[src/rtl/stack_arbiter_pkg.sv]
// Shared constants and FSM state type for the stack arbiter.
package stack_arbiter_pkg;

  localparam int DEF_DEPTH = 16;
  localparam int DEF_DW    = 32;

  localparam logic OP_PUSH = 1'b0;
  localparam logic OP_POP  = 1'b1;

  typedef enum logic [2:0] {
    ST_IDLE,
    ST_PUSH,
    ST_POP,
    ST_POP_WAIT,
    ST_REJECT
  } state_t;

endpackage

[src/rtl/stack_arbiter_rr_arb2.sv]
// Two-way round-robin arbiter; remembers the last winner and favours the other port.
module rr_arb2 (
  input  logic       clk,
  input  logic       rst_n,
  input  logic [1:0] req,
  input  logic       update,
  output logic [1:0] win
);

  logic last;

  always_comb begin
    win = req;
    if (req == 2'b11) win = last ? 2'b01 : 2'b10;
  end

  // last starts at 1 so port 0 wins the first contended grant
  always_ff @(posedge clk or negedge rst_n) begin
    if (!rst_n)                last <= 1'b1;
    else if (update && |req)   last <= win[1];
  end

endmodule

[src/rtl/stack_arbiter.sv]
// Shares one hardware stack between the control unit (port 0) and datapath (port 1).
module stack_arbiter
  import stack_arbiter_pkg::*;
#(
  parameter int DEPTH = DEF_DEPTH,
  parameter int DW    = DEF_DW,
  parameter int CW    = $clog2(DEPTH + 1)
) (
  input  logic          clk,
  input  logic          rst_n,
  input  logic          req0,
  input  logic          req1,
  input  logic          op0,
  input  logic          op1,
  input  logic [DW-1:0] wdata0,
  input  logic [DW-1:0] wdata1,
  output logic [1:0]    gnt,
  output logic [1:0]    done,
  output logic          err,
  output logic [DW-1:0] rdata,
  output logic [CW-1:0] count,
  output logic          full,
  output logic          empty,
  output logic          stk_read_en,
  output logic          stk_write_en,
  output logic [DW-1:0] stk_data_in,
  input  logic [DW-1:0] stk_data_out
);

  state_t     state, state_nxt;
  logic       sel;
  logic [1:0] req_v, win, sel_oh;
  logic       win_op, grant;

  assign req_v = {req1, req0};
  assign grant = (state == ST_IDLE) && |req_v;

  rr_arb2 u_arb (
    .clk    (clk),
    .rst_n  (rst_n),
    .req    (req_v),
    .update (grant),
    .win    (win)
  );

  assign win_op = win[1] ? op1 : op0;
  assign full   = (count == CW'(DEPTH));
  assign empty  = (count == '0);

  always_comb begin
    state_nxt = state;
    case (state)
      ST_IDLE: begin
        if (|req_v) begin
          if (win_op == OP_PUSH) state_nxt = full  ? ST_REJECT : ST_PUSH;
          else                   state_nxt = empty ? ST_REJECT : ST_POP;
        end
      end
      ST_POP:  state_nxt = ST_POP_WAIT;
      default: state_nxt = ST_IDLE;
    endcase
  end

  // Every handshake output decodes from state and the captured winner only
  always_comb begin
    sel_oh       = sel ? 2'b10 : 2'b01;
    gnt          = '0;
    done         = '0;
    err          = 1'b0;
    stk_write_en = 1'b0;
    stk_read_en  = 1'b0;
    stk_data_in  = '0;
    rdata        = '0;
    if (state != ST_IDLE) gnt = sel_oh;
    case (state)
      ST_PUSH: begin
        stk_write_en = 1'b1;
        stk_data_in  = sel ? wdata1 : wdata0;
        done         = sel_oh;
      end
      ST_POP:  stk_read_en = 1'b1;
      ST_POP_WAIT: begin
        rdata = stk_data_out;
        done  = sel_oh;
      end
      ST_REJECT: begin
        done = sel_oh;
        err  = 1'b1;
      end
      default: ;
    endcase
  end

  always_ff @(posedge clk or negedge rst_n) begin
    if (!rst_n) begin
      state <= ST_IDLE;
      sel   <= 1'b0;
      count <= '0;
    end else begin
      state <= state_nxt;
      if (grant) sel <= win[1];
      if (state == ST_PUSH)     count <= count + CW'(1);
      else if (state == ST_POP) count <= count - CW'(1);
    end
  end

endmodule

[config.mk]
export PLATFORM = sky130hd
export DESIGN_NAME = stack_arbiter
export DESIGN_NICKNAME = d
export VERILOG_FILES = /design/src/rtl/stack_arbiter_pkg.sv /design/src/rtl/stack_arbiter_rr_arb2.sv /design/src/rtl/stack_arbiter.sv
export SDC_FILE = /design/constraint.sdc
export NUM_CORES = 1
export LEC_CHECK = 0
export ABC_AREA = 0
export BUFFER_PORTS_ARGS = -buffer_cell sky130_fd_sc_hd__buf_4
export CORE_MARGIN = 4
export CORE_UTILIZATION = 30
export CTS_BUF_LIST = sky130_fd_sc_hd__clkbuf_2
export DETAILED_ROUTE_END_ITERATION = 16
export PLACE_DENSITY = 0.85
export SYNTH_ARGS = -nofsm -noshare
export SYNTH_HDL_FRONTEND = slang
export SYNTH_SLANG_ARGS = --single-unit
[constraint.sdc]
create_clock -name clk -period 2.6 [get_ports clk]
set_clock_uncertainty 0.05 [all_clocks]
set_input_delay 0.52 -clock clk [delete_from_list [all_inputs] [get_ports clk]]
set_output_delay 0.52 -clock clk [all_outputs]
set_load 0.03 [all_outputs]
**After elaboration in Yosys (flattened, before gate mapping)**

Cells that the tools add are included.

- Mux-type cells: 19
- Reductions and logical operators: 8
- Equal/unequal tests: 7
- Add/subtract/negate cells: 2

Operator list:

| operator | number |
|---|---|
| 32-bit 2-to-1 mux | 3 |
| 3-bit 2-to-1 mux | 4 |
| 2-bit 2-to-1 mux | 5 |
| 5-bit 2-to-1 mux | 2 |
| 3-bit by 2-bit == test with 1-bit output, second input constant | 2 |
| 3-bit case mux with 2 select lines | 1 |
| 5-bit by 1-bit adder with 5-bit output, second input constant | 1 |
| 5-bit == test, second input constant | 1 |
| 5-bit logical NOT | 1 |
| 5-bit by 1-bit subtractor with 5-bit output, second input constant | 1 |
| 1-bit 2-to-1 mux | 4 |
| 3-bit by 1-bit == test with 1-bit output, second input constant | 1 |
| 3-bit == test, second input constant | 1 |
| 3-bit logical NOT | 1 |
| 3-bit nonzero test | 1 |
| 3-bit OR reduction | 1 |
| 2-bit == test, second input constant | 1 |
| 1-bit logical AND | 2 |
| 2-bit by 1-bit inequality test with 1-bit output, second input constant | 1 |
| 2-bit nonzero test | 1 |
| 2-bit OR reduction | 1 |

- Word-level logic and storage cells: 40
- Output and inout bits: 78
- Input bits: 102
- Bits in registers: 10

**Longest topological paths before layout**

- Depth after elaboration: 6
- Mapped depth: 9
- Depth with buffers taken out: 7

**By module**

Synthesis repeated with hierarchy kept, for this count alone.

- Cell total of the unflattened synthesis: 178
- Area total of the unflattened synthesis: 1398.8 um^2

By module, submodules not included:

| module | seq. area each (um^2) | area an instance (um^2) | cells an instance | instances |
|---|---|---|---|---|
| stack_arbiter | 225.2 | 1342.5 | 172 | 1 |
| rr_arb2 | 26.3 | 56.3 | 6 | 1 |

**Worst setup path before layout**

No wires, ideal clock.

- Path kind: flip-flop to output port
- Start point: register state[1]
- End point: output port done[1]
- Buffers on the path: 1
- Stages on the path, launching flop included: 5
- Path slack: 0.018 ns
- Arrival: 2.012 ns
- Path through: dfrtp_1 -> clkbuf_1 -> nor3b_1 -> nor2_1 -> nor2b_1

- Longest elaborated chain between the ends: 3
- Elaborated cells between the ends (all ways): 5

RTL lines:

| what | line | text |
|---|---|---|
| from (decl) | stack_arbiter.sv:30 | `state_t state, state_nxt;` |
| from (signal assigned) | stack_arbiter.sv:100 | `state <= state_nxt;` |
| 3-bit by 1-bit == test with 1-bit output, or another cell as far along | stack_arbiter.sv:75 | `case (state)` |
| 3-bit OR reduction (no source line) * | - |  |
| 2-bit 2-to-1 mux * | stack_arbiter.sv:75 |  |
| to (decl) | stack_arbiter.sv:18 | `output logic [1:0] done,` |

Mark *: on every way between the ends. The rest lies on a longest branch, timed or not.

**Final worst setup path**

- Start point: register state[0]
- End point: output port stk_data_in[10]

- Longest elaborated chain between the ends: 2

RTL lines:

| what | line | text |
|---|---|---|
| 3-bit by 1-bit == test with 1-bit output | stack_arbiter.sv:75 |  |
| 32-bit 2-to-1 mux | stack_arbiter.sv:75 |  |
| to (decl) | stack_arbiter.sv:26 | `output logic [DW-1:0] stk_data_in,` |

No other way between the ends.

==> impl_metrics.csv <==
group,metric,value,unit
outcome,status,"finished, final reports clean",
detailed_routing,vias,1855,
clocking,numCtsBuffers,3,
finish,utilization,66.3,%
clocking,clock_latency,0.27,ns
finish,mostFrequentLayoutCells,"buf_4 (183), nor2_1 (38), mux2i_1 (34)",
clocking,cts.path.max_buffers,2,
logic_synthesis,yosysWarnings,0,
worst_setup_path,slowest_delay,0.45,ns
worst_setup_path,startpoint_type,"register",
logic_synthesis,synth_area,1330,um^2
worst_setup_path,critPathRequiredTime,2.03,ns
finish,final_area,2750,um^2
grt,grt_max_degree,38,
grt,antenna_found_initial,0,
worst_setup_path,startpoint,"state[0]",
worst_setup_path,end_kind,"primary output",
logic_synthesis,synth_area_leader_cell,"mux2i_1",
floorplanning,dieArea,5550,um^2
worst_setup_path,crit_arrival,1.73,ns
placement,io_buffers,179,
finish,drive_above_1_share,57.1,%
grt,grt_pass1_wl,8.25,mm
logic_synthesis,synth_cells,171,
detailed_routing,drt-initial-drc-count,49,
sta,worst_slew_margin_rel,65.9,%
placement,dpl-instance-area,2720,um^2
logic_synthesis,ys_ff_latch,10,
clocking,cts_resized,0,
clocking,cts_tree,"built",
finish,synthToLayoutAreaGrowth,107,%
logic_synthesis,synth.top_cell.area_share,25.6,%
floorplanning,die_h,74.5,um
finish,fillerInstances,353,
worst_setup_path,cp_cell_sequence,"nor2b_4, nand2b_1, buf_4, nor2_1, buf_4",
logic_synthesis,synth_seq_area_share,18.9,%
worst_setup_path,crit_fanout,32,
logic_synthesis,synth.area.top_cells,"mux2i_1 (26%), dfrtp_1 (17%), and3_1 (15%)",
finish,finalNonFillerCells,395,
logic_synthesis,synth_nets,277,
worst_setup_path,worstReg2RegStart,"state[0]",
placement,dp_cells,390,
finish,diodes,0,
worst_setup_path,cp_slowest_cell,"dfrtp_1",
worst_setup_path,cpMostUsedCell,"buf_4",
logic_synthesis,synth_cell_type_count,29,
pwr,leakagePower,0.00163,uW
logic_synthesis,synth_edf_count,0,
pwr,p_per_area,1130,nW/um^2
sta,max_freq,434,MHz
logic_synthesis,async_flop_share,100,%
clocking,clkTransAtPathRegs,0.09,ns
pwr,max-vdd-ir-drop,815,uV
sta,hold_viol,0,
floorplanning,start_util,32.0,%
sta,rsz0062_at_grt,"no",
placement,gp_congestion,0.775,
placement,hpwlAfterDp,4.90,mm
finish,nets,452,
sta,period_minus_slack,2.30,ns
grt,first_global_vias,1763,
detailed_routing,ant_nets,0,
logic_synthesis,syn_avg_cell_area,7.76,um^2
grt,grt.total_usage,18.8,%
job,max_cap_viol_count,0,
grt,grt_overflow,0,
floorplanning,pin_count,180,
sta,finalSetupViolations,0,
clocking,cts_max_level,1,
detailed_routing,viasPerCell,4.70,
worst_setup_path,critical_path_class,"reg2out",
sta,maxSlewViolCount,0,
worst_hold_path,hp-start,"req0",
sta,post-route-period-util,88.6,%
detailed_routing,drtPass1Iterations,4,
finish,final_common_cell,"buf_4",
detailed_routing,drc,0,
worst_hold_path,min_path_type,"in2reg",
sta,fin_tns_setup,0,ns
detailed_routing,wl_per_cell,14.7,um
sta,tightest_slew,0.508,ns
floorplanning,core,4140,um^2
clocking,cts_sinks,10,
logic_synthesis,synthFlopType,"dfrtp_1",
floorplanning,die_w,74.5,um
detailed_routing,routed_wl,5.80,mm
clocking,cts_root_buf,"clkbuf_2",
floorplanning,num_rows,23,
worst max-delay path: cells and delay by family (launching register included):
family / cells / cell delay [ns]
buffers and inverters: 2 / 0.55
flip-flops: 1 / 0.45
AND/OR/NAND/NOR: 3 / 0.46
cell type report:
| cell class | instances | area (um^2) | share of cell area, % |
|---|---|---|---|
| Tap cell | 50 | 62.6 | 2.28 |
| Sequential cell | 10 | 253 | 9.19 |
| Multi-Input combinational cell | 145 | 1010 | 36.6 |
| Timing Repair Buffer | 185 | 1400 | 51.1 |
| Clock buffer | 4 | 20.0 | 0.728 |
| Inverter | 1 | 3.75 | 0.137 |
timing repair:
action,CTS,global route
hold buffers,1,0
endpoints found under the setup margin,0,0
setup buffers,0,0
hold endpoints to repair,5,0
final timing paths:
check | end | slack, ns | cells past startpoint
setup / recovery | stk_data_in[10] | 0.30 | 5
hold / removal | u_arb.last | 0.39 | 2
setup reg to reg | count[4] | 0.52 | 7
hold reg to reg | u_arb.last | 0.49 | 2
max in group asynchronous | u_arb.last | 1.71 | 2
min in group asynchronous | count[2] | 0.55 | 2
per-layer routing:
layer | GRT usage [%] | up-vias | wire length (um) | part of all wire, %
met3 | 4.32 | 7 | 618 | 11
li1 | - | 942 | - | -
met4 | 4.55 | 0 | 61 | 1.1
met5 | 0 | - | 0 | 0
met1 | 22.9 | 799 | 2140 | 37
met2 | 33.5 | 107 | 2980 | 51
cell usage after synthesis, drive strengths merged (2+ instances only):
master   n
nor2    39
mux2     2
xor2     2
clkbuf   7
nand2    3
ha       3
a21o     2
dfrtp    9
buf      8
nor2b    4
a21oi    6
and3    32
mux2i   34
and2     2
nor3     4
xnor2    4
registers in the layout, indices dropped and copies added, names as in the netlist:
| signal | count |
|---|---|
| count | 5 |
| state | 3 |
| sel | 1 |
| u_arb.last | 1 |
power breakdown:
group	leakage [uW]	switching [uW]	internal, uW
clock network	0.0000166	57.3	40.8
registers	0.000118	103	243
logic	0.00149	1540	1110
total	0.00163	1700	1390
stage by stage:
stage          setup slack, ns  hold slack (ns)  total power (uW)
6_report                 0.296            0.392              3090
4_1_cts                  0.281            0.386              3120
2_1_floorplan           0.0185            0.174              2130
3_5_place_dp             0.528            0.308              3010
5_1_grt                  0.153            0.393              3310
3_3_place_gp             0.591            0.305              2970
kinds of logic (layout without fill, tap and decap cells):
group | after synthesis | count (layout) | synth area share [%]
flops | 10 | 10 | 18.9
fa+ha+maj | 4 | 4 | 4.34
mux | 36 | 36 | 27.3
compound gates | 12 | 12 | 5.75
simple gates | 87 | 87 | 34.4
xor+xnor | 6 | 6 | 3.96
buf+inv | 16 | 190 | 5.28
Note: power is estimated with default switching activity, not from simulation.
